`src/rtl/gbc_hdma_if.sv`:
```
// gbc_hdma_if: CPU register, source read and VRAM write signals of the GBC VRAM DMA engine
interface gbc_hdma_if;
  logic        ce;
  logic        isGBC;
  logic        cpu_sel_reg;
  logic [7:0]  cpu_addr;
  logic        cpu_wr;
  logic [7:0]  cpu_di;
  logic [7:0]  cpu_do;
  logic [1:0]  lcd_mode;
  logic [15:0] src_addr;
  logic        src_rd;
  logic [7:0]  src_di;
  logic [12:0] hdma_vram_addr;
  logic        hdma_vram_wren;
  logic [7:0]  hdma_vram_do;
  logic        hdma_active;
  modport master (
    input  ce, isGBC, cpu_sel_reg, cpu_addr, cpu_wr, cpu_di, lcd_mode, src_di,
    output cpu_do, src_addr, src_rd, hdma_vram_addr, hdma_vram_wren, hdma_vram_do, hdma_active
  );
  modport slave (
    output ce, isGBC, cpu_sel_reg, cpu_addr, cpu_wr, cpu_di, lcd_mode, src_di,
    input  cpu_do, src_addr, src_rd, hdma_vram_addr, hdma_vram_wren, hdma_vram_do, hdma_active
  );
endinterface

```
`src/rtl/gbc_hdma.sv`:
```
// gbc_hdma: GBC VRAM DMA (FF51-FF55, GDMA/HDMA); define GBC_HDMA_CANCEL_EN to allow HDMA cancel
module gbc_hdma #(
  parameter int BLOCK_BYTES = 16
) (
  input logic clk_sys,
  input logic reset,
  gbc_hdma_if.master bus
);
  localparam int BW = $clog2(BLOCK_BYTES);
`ifdef GBC_HDMA_CANCEL_EN
  localparam bit CANCEL = 1'b1;
`else
  localparam bit CANCEL = 1'b0;
`endif
  typedef enum logic [2:0] {IDLE, RD, WR, HWAIT, HHOLD} state_t;
  state_t        r_state;
  logic [15:0]   r_src, r_src_cnt;
  logic [12:0]   r_dst, r_dst_cnt;
  logic [6:0]    r_len;
  logic [BW-1:0] r_byte;
  logic [1:0]    r_mode;
  logic          r_hdma, r_cancel, r_cpend;
  logic          w_wr, w_wr55, w_blk_end, w_hbl, w_cancel;
  assign w_wr      = bus.ce & bus.isGBC & bus.cpu_sel_reg & bus.cpu_wr;
  assign w_wr55    = w_wr & (bus.cpu_addr == 8'h55);
  assign w_blk_end = (r_state == WR) & (r_byte == BW'(BLOCK_BYTES - 1));
  assign w_hbl     = (bus.lcd_mode == 2'd0) & (r_mode != 2'd0);
  assign w_cancel  = CANCEL & w_wr55 & ~bus.cpu_di[7] & r_hdma & (r_state != IDLE);
  assign bus.src_addr       = r_src_cnt;
  assign bus.src_rd         = r_state == RD;
  assign bus.hdma_vram_addr = r_dst_cnt;
  assign bus.hdma_vram_wren = r_state == WR;
  assign bus.hdma_vram_do   = r_state == WR ? bus.src_di : 8'h00;
  assign bus.hdma_active    = (r_state == RD) | (r_state == WR);
  // register readback: only FF55 reports status, everything else reads FF
  always_comb begin
    bus.cpu_do = 8'h00;
    if (bus.cpu_sel_reg)
      bus.cpu_do = !(bus.isGBC && bus.cpu_addr == 8'h55) ? 8'hFF :
                   r_state != IDLE ? {1'b0, r_len} :
                   r_cancel ? {1'b1, r_len} : 8'hFF;
  end
  // shadow registers plus transfer FSM; counters load from the shadows only at start
  always_ff @(posedge clk_sys) begin
    if (reset) begin
      r_state   <= IDLE;
      r_src     <= '0;
      r_src_cnt <= '0;
      r_dst     <= '0;
      r_dst_cnt <= '0;
      r_len     <= 7'h7F;
      r_byte    <= '0;
      r_mode    <= '0;
      r_hdma    <= 1'b0;
      r_cancel  <= 1'b0;
      r_cpend   <= 1'b0;
    end else if (bus.ce) begin
      r_mode <= bus.lcd_mode;
      if (w_wr && bus.cpu_addr == 8'h51) r_src[15:8] <= bus.cpu_di;
      if (w_wr && bus.cpu_addr == 8'h52) r_src[7:0] <= {bus.cpu_di[7:4], 4'h0};
      if (w_wr && bus.cpu_addr == 8'h53) r_dst[12:8] <= bus.cpu_di[4:0];
      if (w_wr && bus.cpu_addr == 8'h54) r_dst[7:0] <= {bus.cpu_di[7:4], 4'h0};
      case (r_state)
        IDLE: if (w_wr55) begin
          r_state   <= bus.cpu_di[7] ? HWAIT : RD;
          r_hdma    <= bus.cpu_di[7];
          r_len     <= bus.cpu_di[6:0];
          r_src_cnt <= r_src;
          r_dst_cnt <= r_dst;
          r_byte    <= '0;
          r_cancel  <= 1'b0;
          r_cpend   <= 1'b0;
        end
        RD: begin
          r_state <= WR;
          if (w_cancel) r_cpend <= 1'b1;
        end
        WR: begin
          r_src_cnt <= r_src_cnt + 16'd1;
          r_dst_cnt <= r_dst_cnt + 13'd1;
          r_byte    <= r_byte + 1'b1;
          if (!w_blk_end) begin
            r_state <= RD;
            if (w_cancel) r_cpend <= 1'b1;
          end else if (w_cancel) begin
            r_state  <= IDLE;
            r_cancel <= 1'b1;
          end else begin
            r_len    <= r_len - 7'd1;
            r_cancel <= r_cpend;
            r_state  <= (r_cpend || r_len == 7'd0) ? IDLE : r_hdma ? HHOLD : RD;
          end
        end
        HWAIT: begin
          r_state  <= w_cancel ? IDLE : w_hbl ? RD : HWAIT;
          r_cancel <= w_cancel;
        end
        HHOLD: begin
          r_state  <= w_cancel ? IDLE : bus.lcd_mode != 2'd0 ? HWAIT : HHOLD;
          r_cancel <= w_cancel;
        end
        default: r_state <= IDLE;
      endcase
    end
  end
endmodule

```
`src/flat_wrapper.sv`:
```
// flat-port wrapper written by rule: the top's interface ports become plain ports
module gbc_hdma_flat 
#(
  parameter int BLOCK_BYTES = 16
)
  (clk_sys, reset, bus_ce, bus_isGBC, bus_cpu_sel_reg, bus_cpu_addr, bus_cpu_wr, bus_cpu_di, bus_lcd_mode, bus_src_di, bus_cpu_do, bus_src_addr, bus_src_rd, bus_hdma_vram_addr, bus_hdma_vram_wren, bus_hdma_vram_do, bus_hdma_active);
  gbc_hdma_if bus_i ();
  input logic clk_sys;
  input logic reset;
  input wire logic [$bits(bus_i.ce)-1:0] bus_ce;
  input wire logic [$bits(bus_i.isGBC)-1:0] bus_isGBC;
  input wire logic [$bits(bus_i.cpu_sel_reg)-1:0] bus_cpu_sel_reg;
  input wire logic [$bits(bus_i.cpu_addr)-1:0] bus_cpu_addr;
  input wire logic [$bits(bus_i.cpu_wr)-1:0] bus_cpu_wr;
  input wire logic [$bits(bus_i.cpu_di)-1:0] bus_cpu_di;
  input wire logic [$bits(bus_i.lcd_mode)-1:0] bus_lcd_mode;
  input wire logic [$bits(bus_i.src_di)-1:0] bus_src_di;
  output wire logic [$bits(bus_i.cpu_do)-1:0] bus_cpu_do;
  output wire logic [$bits(bus_i.src_addr)-1:0] bus_src_addr;
  output wire logic [$bits(bus_i.src_rd)-1:0] bus_src_rd;
  output wire logic [$bits(bus_i.hdma_vram_addr)-1:0] bus_hdma_vram_addr;
  output wire logic [$bits(bus_i.hdma_vram_wren)-1:0] bus_hdma_vram_wren;
  output wire logic [$bits(bus_i.hdma_vram_do)-1:0] bus_hdma_vram_do;
  output wire logic [$bits(bus_i.hdma_active)-1:0] bus_hdma_active;
  assign bus_i.ce = bus_ce;
  assign bus_i.isGBC = bus_isGBC;
  assign bus_i.cpu_sel_reg = bus_cpu_sel_reg;
  assign bus_i.cpu_addr = bus_cpu_addr;
  assign bus_i.cpu_wr = bus_cpu_wr;
  assign bus_i.cpu_di = bus_cpu_di;
  assign bus_i.lcd_mode = bus_lcd_mode;
  assign bus_i.src_di = bus_src_di;
  assign bus_cpu_do = bus_i.cpu_do;
  assign bus_src_addr = bus_i.src_addr;
  assign bus_src_rd = bus_i.src_rd;
  assign bus_hdma_vram_addr = bus_i.hdma_vram_addr;
  assign bus_hdma_vram_wren = bus_i.hdma_vram_wren;
  assign bus_hdma_vram_do = bus_i.hdma_vram_do;
  assign bus_hdma_active = bus_i.hdma_active;
  gbc_hdma #(.BLOCK_BYTES(BLOCK_BYTES)) u_core (.clk_sys(clk_sys), .reset(reset), .bus(bus_i));
endmodule
```
`config.mk`:
```
export PLATFORM = sky130hd
export DESIGN_NAME = gbc_hdma_flat
export DESIGN_NICKNAME = d
export VERILOG_FILES = /design/src/rtl/gbc_hdma_if.sv /design/src/rtl/gbc_hdma.sv /design/src/flat_wrapper.sv
export SDC_FILE = /design/constraint.sdc
export NUM_CORES = 1
export LEC_CHECK = 0
export ABC_AREA = 1
export BUFFER_PORTS_ARGS = -buffer_cell sky130_fd_sc_hd__buf_2
export CORE_UTILIZATION = 55
export CTS_CLUSTER_DIAMETER = 60
export DETAILED_ROUTE_END_ITERATION = 8
export PLACE_DENSITY = 0.84
export SYNTH_ARGS = -nofsm -noshare
export SYNTH_HDL_FRONTEND = slang
export SYNTH_SLANG_ARGS = --single-unit
```
`constraint.sdc`:
```
create_clock -name clk_sys -period 1.7 [get_ports clk_sys]
set_input_delay 0.255 -clock clk_sys [delete_from_list [all_inputs] [get_ports clk_sys]]
set_output_delay 0.255 -clock clk_sys [all_outputs]
set_load 0.03 [all_outputs]
```
==> impl_metrics.json, run 1 <==
{
  "violations": "setup timing",
  "routed_wl_mm": 13.4,
  "antenna_found_initial": 0,
  "hold_viol": 0,
  "place.gp.congestion": 0.885,
  "worstSetupEndpointType": "primary output",
  "rows": 30,
  "finalNonFillerCells": 811,
  "cts_tree": "done",
  "switching_share_pct": 25.6,
  "ys_warn_count": 0,
  "cts_sinks": 67,
  "avgRoutedWirePerCell_um": 16.5,
  "setup_viol": 29,
  "fin_ws_ns": -0.114,
  "pin_count": 80,
  "place.port_buffers": 79,
  "start_util_pct": 57.7,
  "grt-ovfl-total": 0,
  "holdBufCountCts": 0,
  "hold_ws_ns": 0.139,
  "max_freq_mhz": 551,
  "ctsHtreeMaxLevel": 3,
  "crit_fanout": 16,
  "fin_tns_setup_ns": -1.65,
  "dr.pass1.iters": 7,
  "total_power_mw": 3.17,
  "fin_crit_ns": 1.81,
  "arrival_ns": 1.56,
  "netlist_area_um2": 3960,
  "dp_cells": 782,
  "post_dp_cell_area_um2": 4510,
  "maxCapViolations": 0,
  "rsz0062_at_grt": "yes",
  "ant_nets": 0,
  "drtIter0Drc": 499,
  "intPower_mw": 2.36,
  "slew_viol_final": 0,
  "min_path_type": "in -> reg",
  "nets": 747,
  "die_w_um": 86.9,
  "clk_path_buf_depth": 2,
  "async_flop_share_pct": 0,
  "grt_start_max_net_pins": 36,
  "dieArea_um2": 7550,
  "wl_met1_mm": 5.04,
  "ys_seq_area_share_pct": 33.8,
  "finalInstanceArea_um2": 5180,
  "dr_wl_met2_mm": 6.41,
  "cp-start-kind": "flip-flop",
  "pwr-share-comb_pct": 6.7,
  "drc": 0,
  "antenna_cells": 0,
  "p_switching_uw": 812,
  "syn_area_per_cell_um2": 6.47,
  "syn_inst": 612,
  "core_area_um2": 6870,
  "outcome": "finished, violations left",
  "cts_buffers": 9,
  "place_hpwl_mm": 7.93,
  "p_clk_share_pct": 43.8,
  "wl_met3_mm": 1.25,
  "viasPerCell": 5.78,
  "fp.dieH_um": 86.9,
  "synth_nets": 649,
  "grt_usage_pct": 31.3,
  "synth.distinct_cells": 40,
  "p_seq_share_pct": 49.5,
  "synth-edff-count": 0,
  "required_ns": 1.44,
  "layout-drive-gt1-share_pct": 25.5,
  "fin_util_pct": 75.4,
  "clkSlewWorstSetupHoldPaths_ns": 0.08,
  "worstMarginPinSlew_ns": 0.432,
  "grt_pass1_wl_mm": 18.5,
  "dpl_worst_slack_ns": 0.0469,
  "num_vias": 4685,
  "powerDensity_nw_per_um2": 613,
  "top_layer_used": "met4",
  "clkLatencyLatePin_ns": 0.36,
  "fill_cells": 495,
  "maxSlewHeadroom_pct": 71.2,
  "power.leakage_nw": 2.24,
  "skew_ns": 0.00579,
  "finalCritPeriodShare_pct": 107,
  "grt_pass1_vias": 3977,
  "critical_path_class": "reg -> out",
  "areaGrowthSynthToFinish_pct": 30.7,
  "cts_root_buf": "clkbuf_8",
  "synth_ff_type": "dfxtp_1",
  "ys_ff_latch": 67,
  "vdd_drop_max_mv": 0.410
}
[sequential cells by signal (all words and copies together), names as in the netlist, 2 cells and up]
name / flops
u_core.r_mode: 2
u_core.bus.src_addr: 16
u_core.r_src: 12
u_core.r_dst: 9
u_core.r_len: 7
u_core.bus.hdma_vram_addr: 13
u_core.r_byte: 4
u_core.r_state: 3
[placed cells by master, fill, tap and decap left out, types with 2 or more instances in the layout]
master	netlist	final
a31oi_4	0	2
buf_6	5	15
a211oi_1	8	8
a21oi_1	48	45
inv_1	76	73
dfxtp_1	67	64
nand3_2	3	4
clkinv_2	0	4
o21ai_2	2	2
nand2_8	0	2
buf_2	7	61
buf_4	0	25
nor2_4	2	12
nand2_1	145	141
nor3_4	2	2
ha_1	5	5
a31oi_2	0	2
inv_2	2	2
nor3_1	6	5
clkbuf_8	0	10
clkbuf_16	0	3
nor2_2	3	4
nand2_4	2	2
o21ai_1	2	5
xor2_1	5	5
a31oi_1	10	6
o21ai_0	45	42
a21oi_2	1	4
inv_4	0	2
nand4_1	10	10
nand2_2	2	4
nand3_1	56	55
or2_2	2	2
buf_12	0	5
nor2_1	75	64
inv_6	0	2
dfxtp_4	0	2
[final timing paths]
check	cells past startpoint	endpoint	from	slack, ns
hold reg to reg	2	u_core.r_dst[8]	u_core.r_dst[8]	0.45
hold / removal	2	u_core.r_state[2]	reset	0.14
setup / recovery	6	bus_hdma_vram_do[7]	u_core.r_state[0]	-0.11
setup reg to reg	10	u_core.bus.src_addr[3]	u_core.r_state[1]	-0.05
[synthesized netlist by cell type, types with 2 or more instances]
| cell type | n | share of area (%) |
|---|---|---|
| ha_1 | 5 | 1.6 |
| clkbuf_1 | 8 | 0.76 |
| a211oi_1 | 8 | 1.5 |
| nand3_2 | 3 | 0.76 |
| buf_6 | 5 | 1.4 |
| o21ai_0 | 45 | 5.7 |
| o21ai_1 | 2 | 0.25 |
| nand2_4 | 2 | 0.57 |
| inv_1 | 76 | 7.2 |
| nor3_4 | 2 | 0.82 |
| buf_2 | 7 | 0.88 |
| nand3_1 | 56 | 7.1 |
| nor2_2 | 3 | 0.47 |
| o21ai_2 | 2 | 0.44 |
| dfxtp_1 | 67 | 34 |
| inv_2 | 2 | 0.19 |
| nand4_1 | 10 | 1.6 |
| nor2_4 | 2 | 0.57 |
| nand2_1 | 145 | 14 |
| nor2_1 | 75 | 7.1 |
| xor2_1 | 5 | 1.1 |
| nor3_1 | 6 | 0.76 |
| or2_2 | 2 | 0.32 |
| a31oi_1 | 10 | 1.6 |
| nand2_2 | 2 | 0.32 |
| a21oi_1 | 48 | 6.1 |
[timing repair]
item	in CTS	in global routing
setup endpoints to repair	18	41
gates cloned	1	4
buffers inserted	5	3
gates resized for setup	35	53
pin swaps	8	4
[critical path, cell delays in order, from the launching register on]
cell and delay [ns]:
dfxtp_4 0.37, buf_12 0.13, nor2_4 0.15, nand2_8 0.10, buf_12 0.18, nor2_4 0.11
buf_6 0.15
[per-layer routing]
metal / vias to the layer above / track usage (%)
met3: 75 / 4.45
met2: 324 / 54.0
met4: 0 / 12.1
met5: - / 0
li1: 2194 / -
met1: 2092 / 39.3
[layout make-up]
type | count | area (um^2) | area share (%)
Inverter | 79 | 310 | 5.99
Clock buffer | 10 | 138 | 2.66
Clock inverter | 6 | 62.6 | 1.21
Tap cell | 96 | 120 | 2.32
Multi-Input combinational cell | 443 | 2350 | 45.5
Timing Repair Buffer | 109 | 837 | 16.2
Timing Repair inverter | 1 | 5.00 | 0.0967
Sequential cell | 67 | 1350 | 26.1
[cells by family (layout without fill, tap and decap cells)]
| family | Yosys count | after routing | share of synthesized area, % |
|---|---|---|---|
| buf+inv | 102 | 205 | 11.2 |
| simple gates | 314 | 314 | 35.9 |
| xor+xnor | 6 | 6 | 1.33 |
| fa+ha+maj | 5 | 5 | 1.58 |
| compound gates | 118 | 118 | 16.1 |
| flops | 67 | 67 | 33.8 |
[power groups by stage]
stage	clock network (mW)	registers (mW)	logic (mW)
finish	1.39	1.57	0.212
global route	1.46	1.57	0.226
CTS	1.37	1.57	0.190
detailed placement	0	1.61	0.180
global placement	0	1.61	0.174
floorplan	0	1.61	0.102
No activity file was read; power rests on OpenSTA's default activity.
==> run 2: changes to the inputs <==
- CTS_BUF_LIST: not set -> sky130_fd_sc_hd__clkbuf_16
==> impl_metrics.json, run 2 (synthesized netlist as in run 1, its figures left out) <==
{
  "outcome": "finished, violations left",
  "violations": "setup timing",
  "core_area_um2": 6870,
  "place.port_buffers": 79,
  "power.leakage_nw": 2.33,
  "rsz0062_at_grt": "yes",
  "slew_viol_final": 0,
  "dp_cells": 782,
  "num_vias": 4819,
  "dr.pass1.iters": 6,
  "grt-ovfl-total": 0,
  "powerDensity_nw_per_um2": 686,
  "fin_crit_ns": 1.84,
  "total_power_mw": 3.65,
  "post_dp_cell_area_um2": 4510,
  "fin_tns_setup_ns": -1.57,
  "place.gp.congestion": 0.885,
  "clkSlewWorstSetupHoldPaths_ns": 0.06,
  "routed_wl_mm": 13.8,
  "grt_usage_pct": 31.4,
  "arrival_ns": 2.08,
  "finalInstanceArea_um2": 5320,
  "crit_fanout": 7,
  "worstMarginPinSlew_ns": 0.491,
  "holdBufCountCts": 0,
  "required_ns": 1.95,
  "final_cell_mix": "nand2_1 (141), inv_1 (73), nor2_1 (64), dfxtp_1 (64), buf_2 (61)",
  "clkLatencyLatePin_ns": 0.33,
  "max_freq_mhz": 544,
  "start_util_pct": 57.7,
  "viasPerCell": 5.90,
  "fill_cells": 465,
  "ctsHtreeMaxLevel": 3,
  "final_common_cell": "nand2_1",
  "cts_tree": "done",
  "dieArea_um2": 7550,
  "finalNonFillerCells": 817,
  "min_path_type": "in -> reg",
  "fp.dieH_um": 86.9,
  "cp-start-kind": "flip-flop",
  "grt_start_max_net_pins": 36,
  "avgRoutedWirePerCell_um": 16.9,
  "hold_viol": 0,
  "cts_sinks": 67,
  "worstSetupEndpointType": "flip-flop",
  "antenna_cells": 0,
  "layout-drive-gt1-share_pct": 25.7,
  "largest_reg_flops": 16,
  "pin_count": 80,
  "cts_root_buf": "clkbuf_16",
  "skew_ns": 0.00661,
  "rows": 30,
  "clk_path_buf_depth": 2,
  "maxSlewHeadroom_pct": 67.1,
  "ant_nets": 0,
  "setup_viol": 34,
  "die_w_um": 86.9,
  "maxCapViolations": 0,
  "grt_pass1_vias": 4040,
  "finalCritPeriodShare_pct": 108,
  "critical_path_class": "reg -> reg",
  "vdd_drop_max_mv": 0.659,
  "drtIter0Drc": 544,
  "areaGrowthSynthToFinish_pct": 34.1,
  "place_hpwl_mm": 7.93,
  "fin_ws_ns": -0.137,
  "cts_buffers": 9,
  "antenna_found_initial": 0,
  "drc": 0,
  "nets": 753,
  "grt_pass1_wl_mm": 18.6
}
-- run 2: cell count changes in the layout (fill, tap and decap cells not counted), sizes merged --
cell / change
buf: +5
clkinv: +1
-- run 2: area by class of cell --
cell class / count / area, um^2 / area share (%)
Timing Repair Buffer: 115 / 907 / 17.1
Multi-Input combinational cell: 443 / 2330 / 43.9
Sequential cell: 67 / 1350 / 25.4
Timing Repair inverter: 1 / 5.00 / 0.0942
Inverter: 79 / 310 / 5.84
Tap cell: 96 / 120 / 2.26
Clock inverter: 7 / 66.3 / 1.25
Clock buffer: 9 / 225 / 4.24
-- run 2: timing repair --
action                                  CTS  global route
gates resized for setup                  32            55
endpoints found under the setup margin   18            45
pin swaps                                 8             5
cloned                                    1             6
setup buffers                             5             7
-- run 2: per-stage QoR --
stage / hold WS, ns / setup slack (ns) / utilization, %
6_report: 0.164 / -0.137 / 77.4
5_1_grt: 0.180 / -0.189 / 77.4
4_1_cts: 0.154 / -0.0179 / 71.8
3_5_place_dp: 0.441 / 0.0469 / 65.6
3_3_place_gp: 0.431 / 0.145 / 65.6
2_1_floorplan: 0.390 / -0.0819 / -
-- run 2: worst max-delay path, cell delays in order, from the launching register on --
cell	delay [ns]
dfxtp_1	0.33
inv_2	0.10
nand2_4	0.07
nor2_4	0.17
buf_4	0.16
buf_4	0.12
nand2_4	0.09
nand3_4	0.19
buf_4	0.16
buf_6	0.12
nand2_1	0.05
a21oi_1	0.18
-- run 2: final timing paths --
kind / start / cells past startpoint / slack [ns] / end
setup / recovery: u_core.r_state[1] / 11 / -0.14 / u_core.bus.hdma_vram_addr[11]
hold / removal: reset / 2 / 0.16 / u_core.r_state[0]
setup reg to reg: u_core.r_state[1] / 11 / -0.14 / u_core.bus.hdma_vram_addr[11]
hold reg to reg: u_core.r_dst[8] / 2 / 0.45 / u_core.r_dst[8]
-- run 2: power breakdown --
| part | internal, mW | leakage, nW | switching, mW | total [mW] |
|---|---|---|---|---|
| combinational | 0.0739 | 1.64 | 0.137 | 0.211 |
| sequential | 1.57 | 0.542 | 0.00177 | 1.57 |
| clock | 1.13 | 0.147 | 0.732 | 1.86 |
| total | 2.78 | 2.33 | 0.871 | 3.65 |
-- run 2: routing by layer --
metal  part of all wire, %  GRT usage (%)
met5                     0              0
met4                   4.7           14.5
met3                   9.0           4.45
met2                    48           53.9
met1                    38           38.9
==> run 3: changes to the inputs <==
- CORE_ASPECT_RATIO: not set -> 0.7
- RECOVER_POWER: not set -> 100
- SLEW_MARGIN: not set -> 20
==> impl_metrics.json, run 3 (synthesized netlist as in run 1, its figures left out) <==
{
  "place.gp.congestion": 0.914,
  "max_freq_mhz": 583,
  "grt-ovfl-total": 0,
  "switching_share_pct": 22.5,
  "cts_sinks": 67,
  "vdd_drop_max_mv": 0.628,
  "cts_root_buf": "clkbuf_16",
  "worstPathCellList": "inv_4, nand2_4, nor2_4, clkinv_4, a31oi_1, buf_4",
  "maxCapViolations": 0,
  "slew_viol_final": 0,
  "nets": 754,
  "grt_pass1_wl_mm": 19.9,
  "powerDensity_nw_per_um2": 743,
  "required_ns": 1.44,
  "slowest_delay_ns": 0.36,
  "fp.dieH_um": 73.0,
  "worstSetupEndpointType": "primary output",
  "cts_buffers": 9,
  "wl_met3_mm": 1.43,
  "worstMarginPinSlew_ns": 0.555,
  "setup_viol": 5,
  "place.port_buffers": 79,
  "clkSlewWorstSetupHoldPaths_ns": 0.06,
  "antenna_cells": 0,
  "p_seq_share_pct": 42.0,
  "die_w_um": 103,
  "ctsHtreeMaxLevel": 3,
  "start_util_pct": 57.8,
  "slowest_stage": "dfxtp_4",
  "grt_pass1_vias": 4256,
  "viasPerCell": 5.76,
  "fin_ws_ns": -0.0150,
  "antenna_found_initial": 0,
  "final_common_cell": "nand2_1",
  "rsz0062_at_grt": "yes",
  "layout-drive-gt1-share_pct": 19.1,
  "areaGrowthSynthToFinish_pct": 27.3,
  "fin_util_pct": 73.7,
  "total_power_mw": 3.75,
  "routed_wl_mm": 13.2,
  "min_path_type": "in -> reg",
  "num_vias": 4700,
  "dr.pass1.iters": 5,
  "intPower_mw": 2.91,
  "avgRoutedWirePerCell_um": 16.1,
  "drc": 0,
  "fin_crit_ns": 1.71,
  "outcome": "finished, violations left",
  "p_switching_uw": 844,
  "dr_wl_met2_mm": 6.11,
  "skew_ns": 0.00667,
  "maxSlewHeadroom_pct": 62.8,
  "dpl_worst_slack_ns": -0.0355,
  "hold_ws_ns": 0.221,
  "arrival_ns": 1.46,
  "cp-start-kind": "flip-flop",
  "pin_count": 80,
  "drtIter0Drc": 375,
  "core_area_um2": 6850,
  "cts_tree": "done",
  "hold_viol": 0,
  "clk_path_buf_depth": 2,
  "final_cell_mix": "nand2_1 (143), inv_1 (76), nor2_1 (67)",
  "ant_nets": 0,
  "critical_path_class": "reg -> out",
  "dieArea_um2": 7550,
  "top_layer_used": "met4",
  "pwr-share-comb_pct": 5.5,
  "largest_reg_flops": 16,
  "violations": "setup timing",
  "rows": 25,
  "crit_fanout": 5,
  "grt_start_max_net_pins": 37,
  "power.leakage_nw": 2.13,
  "p_clk_share_pct": 52.5,
  "wl_met1_mm": 5.18,
  "finalCritPeriodShare_pct": 101,
  "grt_usage_pct": 34.4,
  "holdBufCountCts": 0,
  "place_hpwl_mm": 8.26,
  "clkLatencyLatePin_ns": 0.34
}
-- run 3: metal layers --
| metal | GRT usage [%] | up-vias |
|---|---|---|
| met5 | 0 | - |
| met4 | 10.8 | 0 |
| met1 | 45.2 | 2138 |
| met2 | 55.4 | 295 |
| met3 | 8.81 | 62 |
| li1 | - | 2205 |
-- run 3: power groups by stage --
stage	combinational (mW)	sequential [mW]	clock, mW
after detailed placement	0.186	1.61	0
after CTS	0.195	1.57	1.95
final	0.205	1.57	1.97
after floorplan	0.102	1.61	0
after global routing	0.217	1.57	2.04
after global placement	0.181	1.61	0
-- run 3: through the flow --
| step | cells | instance area [um^2] | TNS, ns |
|---|---|---|---|
| 6_report | 816 | 5050 | -0.0529 |
| 5_1_grt | 816 | 5050 | -0.699 |
| 4_1_cts | 810 | 4960 | -0.0248 |
| 3_5_place_dp | 786 | 4540 | -0.0369 |
| 3_3_place_gp | 786 | 4540 | 0 |
| 2_1_floorplan | 612 | 3970 | -0.622 |
-- run 3: area by class of cell --
cell class | count | area, um^2
Clock inverter | 7 | 83.8
Timing Repair inverter | 1 | 6.26
Clock buffer | 9 | 225
Tap cell | 94 | 118
Multi-Input combinational cell | 444 | 2220
Timing Repair Buffer | 115 | 736
Fill cell | 520 | 1800
Inverter | 79 | 307
Sequential cell | 67 | 1350
-- run 3: worst paths after layout --
| check | startpoint | endpoint | slack [ns] | cells after the start |
|---|---|---|---|---|
| setup reg to reg | u_core.r_state[0] | u_core.r_state[0] | 0.02 | 11 |
| setup / recovery | u_core.r_state[0] | bus_cpu_do[0] | -0.01 | 6 |
| hold reg to reg | u_core.r_src[8] | u_core.r_src[8] | 0.45 | 2 |
| hold / removal | bus_lcd_mode[1] | u_core.r_mode[1] | 0.22 | 3 |
-- run 3: timing repair --
item,4_1_cts,5_1_grt
buffers inserted,7,4
gates cloned,1,2
endpoints found under the hold margin,0,0
gates resized for setup,25,36
pin swaps,7,5
endpoints found under the setup margin,18,46
-- run 3: worst max-delay path, delay by kind of cell, from the launching register on --
family                 cells  cell delay, ns
AOI/OAI and AO/OA          1            0.18
and+or+nand+nor            2            0.23
buffers and inverters      3            0.34
DFF                        1            0.36
